File: config.mk
export PLATFORM = sky130hd
export DESIGN_NAME = load_pipelined_flat
export DESIGN_NICKNAME = d
export VERILOG_FILES = /design/src/rtl/load_pipelined_if.sv /design/src/rtl/load_pipelined.sv /design/src/flat_wrapper.sv
export SDC_FILE = /design/constraint.sdc
export NUM_CORES = 1
export LEC_CHECK = 0
export CAP_MARGIN = 25
export CORE_MARGIN = 2
export CORE_UTILIZATION = 50
export CTS_CLUSTER_SIZE = 20
export DETAILED_ROUTE_END_ITERATION = 7
export PLACE_DENSITY = 0.91
export SYNTH_ARGS = -nofsm -noshare
export SYNTH_HDL_FRONTEND = slang
export SYNTH_SLANG_ARGS = --single-unit
File: constraint.sdc
create_clock -name clk -period 6.58 [get_ports clk]
set_input_delay 0.987 -clock clk [delete_from_list [all_inputs] [get_ports clk]]
set_output_delay 0.987 -clock clk [all_outputs]
set_load 0.02 [all_outputs]
File: src/rtl/load_pipelined_if.sv
// Handshake bundle for load_pipelined: circuit address/data channels, memory channels
// and the outstanding-load count. The slave modport is the load port's view.
interface load_pipelined_if #(
    parameter int DATA_TYPE = 32,
    parameter int ADDR_TYPE = 32,
    parameter int NUM_SLOTS = 4
);
    localparam int CNT_W = $clog2(NUM_SLOTS + 1);

    logic [ADDR_TYPE-1:0] addrIn;
    logic                 addrIn_valid;
    logic                 addrIn_ready;
    logic [ADDR_TYPE-1:0] addrOut;
    logic                 addrOut_valid;
    logic                 addrOut_ready;
    logic [DATA_TYPE-1:0] dataFromMem;
    logic                 dataFromMem_valid;
    logic                 dataFromMem_ready;
    logic [DATA_TYPE-1:0] dataOut;
    logic                 dataOut_valid;
    logic                 dataOut_ready;
    logic [CNT_W-1:0]     outstanding;

    modport slave (
        input  addrIn, addrIn_valid, addrOut_ready,
        input  dataFromMem, dataFromMem_valid, dataOut_ready,
        output addrIn_ready, addrOut, addrOut_valid,
        output dataFromMem_ready, dataOut, dataOut_valid, outstanding
    );

    modport master (
        output addrIn, addrIn_valid, addrOut_ready,
        output dataFromMem, dataFromMem_valid, dataOut_ready,
        input  addrIn_ready, addrOut, addrOut_valid,
        input  dataFromMem_ready, dataOut, dataOut_valid, outstanding
    );
endinterface

File: src/rtl/load_pipelined.sv
// Pipelined load port: one-entry registered address stage, credit counter bounding
// outstanding loads, and a NUM_SLOTS-deep in-order return data FIFO.
module load_pipelined #(
    parameter int DATA_TYPE = 32,
    parameter int ADDR_TYPE = 32,
    parameter int NUM_SLOTS = 4
) (
    input logic            clk,
    input logic            rst,
    load_pipelined_if.slave bus
);
    localparam int CNT_W = $clog2(NUM_SLOTS + 1);
    localparam int PTR_W = (NUM_SLOTS > 1) ? $clog2(NUM_SLOTS) : 1;
    localparam logic [CNT_W-1:0] CNT_MAX  = CNT_W'(NUM_SLOTS);
    localparam logic [PTR_W-1:0] PTR_LAST = PTR_W'(NUM_SLOTS - 1);

    logic [CNT_W-1:0]     cnt_q, cnt_d;
    logic [ADDR_TYPE-1:0] addr_q, addr_d;
    logic                 addr_v_q, addr_v_d;
    logic [PTR_W-1:0]     head_q, head_d;
    logic [PTR_W-1:0]     tail_q, tail_d;
    logic [CNT_W-1:0]     occ_q, occ_d;
    logic [DATA_TYPE-1:0] mem_q [NUM_SLOTS];

    logic full, empty, addr_rdy, accept, deliver, wr;

    function automatic logic [PTR_W-1:0] ptr_inc(input logic [PTR_W-1:0] p);
        return (p == PTR_LAST) ? '0 : p + PTR_W'(1);
    endfunction

    always_comb begin
        full     = (occ_q == CNT_MAX);
        empty    = (occ_q == '0);
        // Credits are counted only from registered state, so a slot freed by a
        // delivery becomes usable on the following cycle.
        addr_rdy = !rst && (cnt_q < CNT_MAX) && (!addr_v_q || bus.addrOut_ready);
        accept   = bus.addrIn_valid && addr_rdy;
        deliver  = !empty && bus.dataOut_ready;
        wr       = bus.dataFromMem_valid && !full;

        cnt_d = cnt_q;
        if (accept && !deliver) begin
            cnt_d = cnt_q + CNT_W'(1);
        end else if (!accept && deliver) begin
            cnt_d = cnt_q - CNT_W'(1);
        end

        addr_d   = addr_q;
        addr_v_d = addr_v_q;
        if (accept) begin
            addr_d   = bus.addrIn;
            addr_v_d = 1'b1;
        end else if (bus.addrOut_ready) begin
            addr_v_d = 1'b0;
        end

        head_d = deliver ? ptr_inc(head_q) : head_q;
        tail_d = wr ? ptr_inc(tail_q) : tail_q;
        occ_d  = occ_q;
        if (wr && !deliver) begin
            occ_d = occ_q + CNT_W'(1);
        end else if (!wr && deliver) begin
            occ_d = occ_q - CNT_W'(1);
        end
    end

    always_ff @(posedge clk) begin
        if (rst) begin
            cnt_q    <= '0;
            addr_q   <= '0;
            addr_v_q <= 1'b0;
            head_q   <= '0;
            tail_q   <= '0;
            occ_q    <= '0;
        end else begin
            cnt_q    <= cnt_d;
            addr_q   <= addr_d;
            addr_v_q <= addr_v_d;
            head_q   <= head_d;
            tail_q   <= tail_d;
            occ_q    <= occ_d;
        end
    end

    always_ff @(posedge clk) begin
        if (wr) begin
            mem_q[tail_q] <= bus.dataFromMem;
        end
    end

    assign bus.addrIn_ready      = addr_rdy;
    assign bus.addrOut           = addr_q;
    assign bus.addrOut_valid     = addr_v_q;
    assign bus.dataFromMem_ready = !full;
    assign bus.dataOut           = mem_q[head_q];
    assign bus.dataOut_valid     = !empty;
    assign bus.outstanding       = cnt_q;
endmodule

File: src/flat_wrapper.sv
// flat-port wrapper written by rule: the top's interface ports become plain ports
module load_pipelined_flat 
#(
    parameter int DATA_TYPE = 32,
    parameter int ADDR_TYPE = 32,
    parameter int NUM_SLOTS = 4
)
  (clk, rst, bus_addrIn, bus_addrIn_valid, bus_addrOut_ready, bus_dataFromMem, bus_dataFromMem_valid, bus_dataOut_ready, bus_addrIn_ready, bus_addrOut, bus_addrOut_valid, bus_dataFromMem_ready, bus_dataOut, bus_dataOut_valid, bus_outstanding);
  load_pipelined_if #(.DATA_TYPE(DATA_TYPE), .ADDR_TYPE(ADDR_TYPE), .NUM_SLOTS(NUM_SLOTS)) bus_i ();
  input logic clk;
  input logic rst;
  input wire logic [$bits(bus_i.addrIn)-1:0] bus_addrIn;
  input wire logic [$bits(bus_i.addrIn_valid)-1:0] bus_addrIn_valid;
  input wire logic [$bits(bus_i.addrOut_ready)-1:0] bus_addrOut_ready;
  input wire logic [$bits(bus_i.dataFromMem)-1:0] bus_dataFromMem;
  input wire logic [$bits(bus_i.dataFromMem_valid)-1:0] bus_dataFromMem_valid;
  input wire logic [$bits(bus_i.dataOut_ready)-1:0] bus_dataOut_ready;
  output wire logic [$bits(bus_i.addrIn_ready)-1:0] bus_addrIn_ready;
  output wire logic [$bits(bus_i.addrOut)-1:0] bus_addrOut;
  output wire logic [$bits(bus_i.addrOut_valid)-1:0] bus_addrOut_valid;
  output wire logic [$bits(bus_i.dataFromMem_ready)-1:0] bus_dataFromMem_ready;
  output wire logic [$bits(bus_i.dataOut)-1:0] bus_dataOut;
  output wire logic [$bits(bus_i.dataOut_valid)-1:0] bus_dataOut_valid;
  output wire logic [$bits(bus_i.outstanding)-1:0] bus_outstanding;
  assign bus_i.addrIn = bus_addrIn;
  assign bus_i.addrIn_valid = bus_addrIn_valid;
  assign bus_i.addrOut_ready = bus_addrOut_ready;
  assign bus_i.dataFromMem = bus_dataFromMem;
  assign bus_i.dataFromMem_valid = bus_dataFromMem_valid;
  assign bus_i.dataOut_ready = bus_dataOut_ready;
  assign bus_addrIn_ready = bus_i.addrIn_ready;
  assign bus_addrOut = bus_i.addrOut;
  assign bus_addrOut_valid = bus_i.addrOut_valid;
  assign bus_dataFromMem_ready = bus_i.dataFromMem_ready;
  assign bus_dataOut = bus_i.dataOut;
  assign bus_dataOut_valid = bus_i.dataOut_valid;
  assign bus_outstanding = bus_i.outstanding;
  load_pipelined #(.DATA_TYPE(DATA_TYPE), .ADDR_TYPE(ADDR_TYPE), .NUM_SLOTS(NUM_SLOTS)) u_core (.clk(clk), .rst(rst), .bus(bus_i));
endmodule
After elaboration in Yosys (flattened, before gate mapping). Memories as Yosys holds them, arrays and structs flattened. A register that Yosys moved wholly into a read port is not among the register bits. Index checks and enable logic that the tools add are counted.

Magnitude comparators: 1. Multiplexer cells: 12. Eq/ne operators: 3. Add/sub/neg operators: 6. Reduce and logical (&&, ||, !) cells: 21.

Operator list (count): 2-to-1 mux 3 bit (4); logical AND 1 bit (9); 2-to-1 mux 2 bit (4); zero test 1 bit (7); adder 3 x 1 -> 3 bit, second input constant (2); nonzero test 2 bit (3); subtractor 3 x 1 -> 3 bit, second input constant (2); adder 2 x 1 -> 2 bit, second input constant (2); == test 2 bit, second input constant (2); 2-to-1 mux 1 bit (4); == test 3 bit, second input constant (1); zero test 3 bit (1); less-than comparator 3 bit, second input constant (1); logical OR 1 bit (1).

Memories: 1. Word-level logic and storage cells: 50. Input port bits: 70. Bits in registers: 43. Memory bits (writable): 128. Output and inout bits: 71.

Memory list: u_core.mem_q (depth 4, width 32, read ports 1, clocked after memory_dff 1, wr ports 1, line load_pipelined.sv:23) `logic [DATA_TYPE-1:0] mem_q [NUM_SLOTS];`.

Logic depth before layout (Yosys ltp). Gate-level depths: netlist of the first run.

Depth after elaboration: 8. Depth in mapped cells: 11. Mapped depth without buffers: 9.

Worst setup path after synthesis of the first run. No wires, ideal clock.

Path type: in2reg. From: input port bus_addrOut_ready. To: register u_core.cnt_q[2], in the netlist u_core.bus.outstanding[2]. Required time: 6.509 ns. Data arrival time: 2.631 ns. Buffers on the path: 1. Cell stages on the path: 10. Setup slack: 3.878 ns. Cells stage by stage: nand2b_1 -> nand3_1 -> clkbuf_1 -> inv_1 -> ha_1 -> inv_1 -> fa_1 -> xor2_1 -> or3_1 -> a21oi_1.

Word-level cells in the longest chain between the ends: 6. Elaborated cells on any way between the ends: 8. Those cells by class: mux (1); reduce/logical (7).

Ends and longest elaborated chain: from (decl) (line flat_wrapper.sv:14) `input wire logic [$bits(bus_i.addrOut_ready)-1:0] bus_addrOut_ready;`; logical OR 1 bit * (line load_pipelined.sv:36) `addr_rdy = !rst && (cnt_q < CNT_MAX) && (!addr_v_q || bus.addrOut_ready);`; logical AND 1 bit * (line load_pipelined.sv:36); logical AND 1 bit * (line load_pipelined.sv:37) `accept = bus.addrIn_valid && addr_rdy;`; net u_core.accept (line load_pipelined.sv:25) `logic full, empty, addr_rdy, accept, deliver, wr;`; zero test 1 bit (line load_pipelined.sv:44) `end else if (!accept && deliver) begin`; logical AND 1 bit (line load_pipelined.sv:44); nonzero test 2 bit (no source line); to (signal assigned) (line load_pipelined.sv:76) `cnt_q <= cnt_d;`; to (decl) (line load_pipelined.sv:17) `logic [CNT_W-1:0] cnt_q, cnt_d;`.

The timed path passes the listed nets; every way through them passes the cells marked *. A chain may end at the register's enable or synchronous reset.

Final worst setup path of the first run.
From: input port rst. To: register u_core.cnt_q[2], in the netlist u_core.bus.outstanding[2].

Word-level cells in the longest chain between the ends: 7. Elaborated cells on any way between the ends: 9. Those cells by class: mux (1); reduce/logical (8).

Ends and longest elaborated chain: from (decl) (line flat_wrapper.sv:11) `input logic rst;`; zero test 1 bit * (line load_pipelined.sv:36); logical AND 1 bit * (2 in series) (line load_pipelined.sv:36); logical AND 1 bit * (line load_pipelined.sv:37); net u_core.accept (line load_pipelined.sv:25); zero test 1 bit (line load_pipelined.sv:44); logical AND 1 bit (line load_pipelined.sv:44); nonzero test 2 bit (no source line).

Marks and branches as above.

==> summary.md, run 1 <==
| Metric | Value |
|---|---|
| Area growth syn-to-layout | 32.77% |
| Clock tree from TritonCTS | yes |
| Library cells used by synthesis | 31 |
| FF-to-FF path depth | 10 |
| Setup slack of the most critical reg-to-reg path | 3.59 ns |
| Sequential share of the synthesized area | 0.7242 |
| Classification of the worst-slack hold path | flop to flop |
| Final setup TNS | 0 ns |
| Number of H-tree levels | 4 |
| Final worst clock skew | 0.009323 ns |
| Ratio of cells with drive above 1 in the final layout | 0.1407 |
| Detail Route met2 WL | 7031 um |
| Instance count along the most critical hold path | 2 |
| Count of antenna diodes in the layout | 0 |
| Cell area power density | approximately 370 nW/um^2 |
| CTS root buffer | sky130_fd_sc_hd__clkbuf_16 |
| CP arrival | 4.16 ns |
| Clock slew at reported path FFs | approximately 0.07 ns |
| Length of the first detailed-routing pass in iterations | 5 |
| Length of routed wiring on met1 | 5157 um |
| Fin crit period | 3.828 ns |
| Latest clock arrival within the worst-skew pair | 0.41 ns |
| Max_cap viols | 0 |
| Maximum number of pins on one net before global-route repair | 38 |
| Via count of the first global-routing pass | between 4000 and 5000 |
| Antenna violations before repair | 0 |
| VDD IR max | 0.1730 mV |
| Overall die area | 14030 sq um |
| Average cell area after synthesis | between 15 and 20 sq um |
| Kind of capture point of the worst setup path | flop |
| Number of vias after detailed routing | 3902 |
| Final Hold Fails | 0 |
| Crit path max fanout | 34 |
| Count of boundary I/O pins | 141 |
| Uppermost layer routed | met4 |
| Final wirelength | 13420 um |
| Post-detailed-route count of antenna-violating nets | 0 |
| Terminating pin of the worst hold path | u_core.bus.addrOut[16]$_SDFFE_PP0P_ |
| Site Rows | 41 |
| Effective utilization at floorplan | 0.5149 |
| Met3 wire length | 1149 um |
| Static Leakage | between 0.003 and 0.004 uW |
| Post-CTS setup repair buffer count | 0 |
| I/O Buffers | 140 |
| Critical path start-end classification | input pin to flop |
| Final #Nets | 599 |
| Synth Net Count | 462 |
| GRT Resource Usage Total | 0.1965 |
| Required @ worst endpoint | 6.91 ns |
| #FFs+latches synth | about 170 |
| First-pass GRT wire length | 21000 um |
| Die width | 118.5 um |
| Final count of pins violating max slew | 0 |
| Startpoint of the most critical register-to-register path | u_core.bus.outstanding[2]$_SDFFE_PP0P_ |
| Initial DRC count | 291 |
| Cts repair resizes | 0 |
| Max Fclk | 0.2613 GHz |
| Commonest non-fill, non-tap cell in the layout | sky130_fd_sc_hd__clkdlybuf4s50_1 |
| Per-cell via count in the routed design | 5.535 |
| RSZ-0062 raised after global routing | false |
| Yosys warnings | 0 |
| Final RePlAce weighted congestion | around 0.77 |
| Number of remaining DRC errors | 0 |
| CTS max path bufs | 2 |
| Synthesized cell area | around 6600 sq um |
| Number of cells produced by synthesis | 383 |
| Worst-case headroom to the max-slew limit | 0.3040 |
| Most used cells in the layout excluding fill and tap cells | sky130_fd_sc_hd__clkdlybuf4s50_1, sky130_fd_sc_hd__edfxtp_1, sky130_fd_sc_hd__dfxtp_1, sky130_fd_sc_hd__inv_1, sky130_fd_sc_hd__o21ai_0 |
| Global route total overflow | 0 |
| Die extent in y | 118.5 um |
| Slew at the pin with the worst max-slew slack | 1.041 ns |
| Total CTS buffers | 17 |
| Final number of setup-violating endpoints | 0 |
| Average detailed-routed wire length per instance | approximately 19 um |
| Start point of the worst min-delay path | u_core.bus.addrOut[16]$_SDFFE_PP0P_ |
| R2r endpoint | u_core.bus.outstanding[2]$_SDFFE_PP0P_ |
| Final Cycle Share | 0.5817 |
| CTS Hold Bufs | 0 |
| Clock sink count | approximately 170 |
| Worst hold slack | 0.5061 ns |
| Run status | complete, no violations |
| Core Box Area | 12720 sq um |
| Post-detail-place hpwl | 8486 um |
| Startpoint kind of the worst setup timing path | input pin |
## cell usage after synthesis
cell type                    n  area [sq um]
sky130_fd_sc_hd__nand3_1     2         10.01
sky130_fd_sc_hd__and3_2      4         30.03
sky130_fd_sc_hd__o21ai_0    33         165.2
sky130_fd_sc_hd__or3_1       2         12.51
sky130_fd_sc_hd__buf_2       2         10.01
sky130_fd_sc_hd__nor2b_1     1         6.260
sky130_fd_sc_hd__nor2_1      6         22.52
sky130_fd_sc_hd__xor2_1      4         35.03
sky130_fd_sc_hd__o311ai_0   29         254.0
sky130_fd_sc_hd__buf_1       3         11.26
sky130_fd_sc_hd__edfxtp_1  128          3844
sky130_fd_sc_hd__fa_1        2         40.04
sky130_fd_sc_hd__or3_2       2         15.01
sky130_fd_sc_hd__and2_4      1         8.760
sky130_fd_sc_hd__o31ai_1     1         7.510
sky130_fd_sc_hd__or3b_1      1         8.760
sky130_fd_sc_hd__clkbuf_1   17         63.81
sky130_fd_sc_hd__o31ai_2     1         12.51
sky130_fd_sc_hd__nand2b_1    1         6.260
sky130_fd_sc_hd__inv_1      39         146.4
sky130_fd_sc_hd__mux4_2     32         720.7
sky130_fd_sc_hd__mux2i_1     4         40.04
sky130_fd_sc_hd__o311ai_1    3         26.28
sky130_fd_sc_hd__o21ai_1     1         5.000
sky130_fd_sc_hd__clkbuf_2    1         5.000
sky130_fd_sc_hd__dfxtp_1    45         900.9
sky130_fd_sc_hd__nor3_1      2         10.01
sky130_fd_sc_hd__ha_1        7         87.58
sky130_fd_sc_hd__a21oi_1     4         20.02
sky130_fd_sc_hd__nand2_1     3         11.26
sky130_fd_sc_hd__buf_4       2         15.01
## power breakdown
group | switching (uW) | internal [uW] | total, uW
Clock | 414 | 569 | 983
Combinational | 431 | 422 | 854
Sequential | 68.8 | 1310 | 1380
## flip-flops by register name, indices dropped and copies added, names as in the netlist, named ones only
| register | count |
|---|---|
| u_core.bus.addrOut | 32 |
| u_core.bus.addrOut_valid | 1 |
| u_core.bus.outstanding | 3 |
| u_core.head_q | 2 |
| u_core.mem_q | 128 |
| u_core.occ_q | 3 |
| u_core.tail_q | 2 |
## per-layer routing
| metal | GRT usage | vias up |
|---|---|---|
| li1 | - | 1775 |
| met1 | 0.2228 | 1917 |
| met2 | 0.3526 | 200 |
| met3 | 0.07674 | 10 |
| met4 | 0.04018 | 0 |
| met5 | 0 | - |
## worst max-delay path: stages
cell                              delay [ns]
sky130_fd_sc_hd__clkdlybuf4s50_1        0.69
sky130_fd_sc_hd__nor2_1                 0.20
sky130_fd_sc_hd__nand3_1                0.73
sky130_fd_sc_hd__inv_1                  0.26
sky130_fd_sc_hd__ha_1                   0.23
sky130_fd_sc_hd__inv_1                  0.06
sky130_fd_sc_hd__fa_1                   0.37
sky130_fd_sc_hd__xor2_1                 0.16
sky130_fd_sc_hd__or3_1                  0.32
sky130_fd_sc_hd__a21oi_1                0.15
## cell families (layout without fill, tap and decap cells)
| logic type | Yosys count | after routing | synth area share |
|---|---|---|---|
| AND/OR/NAND/NOR | 25 | 25 | 0.02158 |
| XOR/XNOR | 4 | 4 | 0.005347 |
| buffers and inverters | 64 | 214 | 0.03839 |
| multiplexers | 36 | 36 | 0.1161 |
| adder cells (fa/ha/maj) | 9 | 9 | 0.01948 |
| AO/OA/AOI/OAI | 72 | 72 | 0.07487 |
| flip-flops | 173 | 173 | 0.7242 |
## metrics by stage
step / power, uW / instance area, sq um / util / setup slack, ns / cells
6_report: 3217 / 8698 / 0.6837 / 2.752 / 705
5_1_grt: 3352 / 8698 / 0.6837 / 2.510 / 705
4_1_cts: 3232 / 8671 / 0.6816 / 2.801 / 704
3_5_place_dp: 2252 / 8080 / 0.6351 / 2.367 / 672
3_3_place_gp: 2222 / 8080 / 0.6351 / 2.560 / 672
2_1_floorplan: 1883 / 6551 / - / 3.878 / 383
## how the worst max path moves through the flow
stage          cells after the start         startpoint                                      to  slack [ns]
2_1_floorplan                     10  bus_addrOut_ready  u_core.bus.outstanding[2]$_SDFFE_PP0P_        3.88
3_3_place_gp                      10                rst  u_core.bus.outstanding[2]$_SDFFE_PP0P_        2.56
3_5_place_dp                      10                rst  u_core.bus.outstanding[2]$_SDFFE_PP0P_        2.37
4_1_cts                           10                rst  u_core.bus.outstanding[2]$_SDFFE_PP0P_        2.80
5_1_grt                           10                rst  u_core.bus.outstanding[2]$_SDFFE_PP0P_        2.51
6_report                          10                rst  u_core.bus.outstanding[2]$_SDFFE_PP0P_        2.75
## layout make-up
type	count	area (sq um)
timing repair buffer	143	1444
fill	863	4024
tap	172	215.2
clock inverter	14	161.4
multi-input combinational	146	1555
inverter	39	146.4
clock buffer	18	429.2
sequential	173	4747
No activity file was read; power rests on OpenSTA's default activity.
==> run 2: changes to the inputs <==
- clock period: 6.58 -> 3.6 ns (I/O delays scaled with it)
==> run 2 against run 1 <==
- clock power grew 71%
- setup slack lost 2.0 ns
- first-iteration DRC count shrank 40%
- flip-flop and latch count is the same
- clock skew shrank 0.0037 ns
- critical path type is now flop to output port
- largest power group unchanged
==> summary.md, run 2 (synthesis gave the netlist of run 1 again) <==
| Metric | Value |
|---|---|
| Core Box Area | 12720 sq um (unchanged) |
| CTS max path bufs | 2 (unchanged) |
| Design Power | 5774 uW (was 3217 uW) |
| Final wirelength | 13490 um (was 13420 um) |
| Die extent in y | 118.5 um (unchanged) |
| Setup slack of the most critical reg-to-reg path | 1.04 ns (was 3.59 ns) |
| Cell area power density | 664.7 nW/um^2 (was 369.8 nW/um^2) |
| Maximum number of pins on one net before global-route repair | 38 (unchanged) |
| Final RePlAce weighted congestion | 0.7830 (was 0.7716) |
| Initial DRC count | 174 (was 291) |
| Per-cell via count in the routed design | 5.552 (was 5.535) |
| Post-detailed-route count of antenna-violating nets | 0 (unchanged) |
| Area of placed instances | 8108 sq um (was 8080 sq um) |
| Commonest non-fill, non-tap cell in the layout | sky130_fd_sc_hd__clkdlybuf4s50_1 (unchanged) |
| Pre-CTS setup slack | 0.8324 ns (was 2.367 ns) |
| CTS Hold Bufs | 0 (unchanged) |
| Total CTS buffers | 17 (unchanged) |
| Die width | 118.5 um (unchanged) |
| Classification of the worst-slack hold path | flop to flop (unchanged) |
| Max reg flops | 128 (unchanged) |
| Latest clock arrival within the worst-skew pair | 0.42 ns (was 0.41 ns) |
| Critical path start-end classification | flop to output port (was input pin to flop) |
| Max Fclk | 0.3532 GHz |
| Number of vias after detailed routing | 3925 (was 3902) |
| Total number of cells along the worst setup path | 2 (was 10) |
| Number of H-tree levels | 4 (unchanged) |
| CP delay by family, top | flip-flops (was simple AND/OR/NAND/NOR gates) |
| GRT Resource Usage Total | 0.1993 (was 0.1965) |
| Number of buffers and inverters on the critical path | 1 (was 3) |
| Static Leakage | 0.003002 uW (was 0.003024 uW) |
| First-pass GRT wire length | 21170 um (was 21000 um) |
| Count of antenna diodes in the layout | 0 (unchanged) |
| Overall die area | 14030 sq um (unchanged) |
| Startpoint kind of the worst setup timing path | flop (was input pin) |
| VDD IR max | 0.3776 mV (was 0.1730 mV) |
| Most used cells in the layout excluding fill and tap cells | sky130_fd_sc_hd__clkdlybuf4s50_1, sky130_fd_sc_hd__edfxtp_1, sky130_fd_sc_hd__dfxtp_1, sky130_fd_sc_hd__inv_1, sky130_fd_sc_hd__o21ai_0 (unchanged) |
| Final number of setup-violating endpoints | 0 (unchanged) |
| Final count of pins violating max slew | 0 (unchanged) |
| Site Rows | 41 (unchanged) |
| Reg with most FFs | u_core.mem_q (unchanged) |
| R2r endpoint | u_core.occ_q[2]$_SDFFE_PP0P_ (was u_core.bus.outstanding[2]$_SDFFE_PP0P_) |
| Final Hold Fails | 0 (unchanged) |
| Post-detail-place hpwl | 8730 um (was 8486 um) |
| Global route total overflow | 0 (unchanged) |
| CTS root buffer | sky130_fd_sc_hd__clkbuf_16 (unchanged) |
| Capturing element of the worst setup path | bus_dataOut[23] (was u_core.bus.outstanding[2]$_SDFFE_PP0P_) |
| Number of fill cells in the layout | 870 (was 863) |
| Number of remaining DRC errors | 0 (unchanged) |
| Antenna violations before repair | 0 (unchanged) |
| Cts repair resizes | 0 (unchanged) |
| Length of the first detailed-routing pass in iterations | 4 (was 5) |
| Area growth syn-to-layout | 32.60% (was 32.77%) |
| Crit path max fanout | 32 (was 34) |
| Via count of the first global-routing pass | 4177 (was 4090) |
| I/O Buffers | 140 (unchanged) |
| Fin crit period | 2.831 ns |
| Slew at the pin with the worst max-slew slack | 0.8964 ns (was 1.041 ns) |
| Ratio of cells with drive above 1 in the final layout | 0.1439 (was 0.1407) |
| Post-layout utilization of the core | 0.6828 (was 0.6837) |
| Final Cycle Share | 0.7864 |
| Effective utilization at floorplan | 0.5149 (unchanged) |
| Final worst clock skew | 0.005634 ns (was 0.009323 ns) |
| Clock slew at reported path FFs | 0.06 ns (was 0.07 ns) |
| RSZ-0062 raised after global routing | false (unchanged) |
| Clock sink count | 173 (unchanged) |
| Count of boundary I/O pins | 141 (unchanged) |
| Final #Nets | 601 (was 599) |
| Max_cap viols | 0 (unchanged) |
| Crit-path slowest cell | sky130_fd_sc_hd__dfxtp_2 (was sky130_fd_sc_hd__nand3_1) |
| Required @ worst endpoint | 3.06 ns (was 6.91 ns) |
| Cells traversed along the worst timing path | mux4_2 > clkdlybuf4s50_1 (was clkdlybuf4s50_1 > nor2_1 > nand3_1 > inv_1 > ha_1 > inv_1 > fa_1 > xor2_1 > or3_1 > a21oi_1) |
| Kind of capture point of the worst setup path | output port (was flop) |
| Clock tree from TritonCTS | yes (unchanged) |
| Final Cell Area | 8687 sq um (was 8698 sq um) |
| CP arrival | 2.29 ns (was 4.16 ns) |
| Startpoint of the most critical register-to-register path | u_core.occ_q[0]$_SDFFE_PP0P_ (was u_core.bus.outstanding[2]$_SDFFE_PP0P_) |
| Worst stage delay on the critical path | 0.87 ns (was 0.73 ns) |
| Run status | complete, no violations (unchanged) |
| Final setup slack of the worst path | 0.7689 ns (was 2.752 ns) |
| Final setup TNS | 0 ns (unchanged) |
| Post-CTS setup repair buffer count | 0 (unchanged) |
| Average detailed-routed wire length per instance | 19.08 um (was 19.04 um) |
| Worst-case headroom to the max-slew limit | 0.4017 (was 0.3040) |
| FF-to-FF path depth | 7 (was 10) |
## run 2: how the worst min path moves through the flow
stage / cells past startpoint / to / slack (ns) / startpoint
final: 2 / flop / 0.50 / u_core.head_q[0]$_SDFFE_PP0P_
after global placement: 2 / u_core.bus.addrOut[16]$_SDFFE_PP0P_ / 0.47 / u_core.bus.addrOut[16]$_SDFFE_PP0P_
after floorplan: 2 / flop / 0.46 / u_core.head_q[0]$_SDFFE_PP0P_
after global routing: 2 / u_core.bus.addrOut[16]$_SDFFE_PP0P_ / 0.51 / u_core.bus.addrOut[16]$_SDFFE_PP0P_
after CTS: 2 / flop / 0.50 / u_core.head_q[0]$_SDFFE_PP0P_
after detailed placement: 2 / u_core.bus.addrOut[16]$_SDFFE_PP0P_ / 0.49 / u_core.bus.addrOut[16]$_SDFFE_PP0P_
## run 2: routing by layer
metal	GRT usage	up-vias	share of wire
li1	-	1775	-
met1	0.2204	1951	0.38
met2	0.3396	182	0.51
met3	0.07432	17	0.085
met4	0.09598	0	0.019
met5	0	-	0
## run 2: per-stage QoR
stage / hold WS (ns) / instances
global route: 0.5090 / 707
global placement: 0.4722 / 674
floorplan: 0.4634 / 383
finish: 0.4971 / 707
CTS: 0.4982 / 706
detailed placement: 0.4895 / 674
## run 2: final cells by class
class / instances / area [sq um] / area share
multi-input combinational: 146 / 1555 / 0.1790
clock buffer: 19 / 432.9 / 0.04983
tap: 172 / 215.2 / 0.02477
clock inverter: 13 / 118.9 / 0.01368
inverter: 39 / 146.4 / 0.01685
timing repair buffer: 145 / 1471 / 0.1694
sequential: 173 / 4747 / 0.5464
## run 2: tightest hold or removal path, stage by stage (launching register included)
cell                      delay, ns
sky130_fd_sc_hd__dfxtp_1       0.32
sky130_fd_sc_hd__nand2_1       0.06
sky130_fd_sc_hd__a21oi_1       0.07
## run 2: where the power goes
group / internal (uW) / switching (uW) / leakage (uW)
Combinational: 787 / 781 / 0.00120
Clock: 953 / 726 / 0.000256
Sequential: 2400 / 129 / 0.00154
Total: 4140 / 1640 / 0.00300
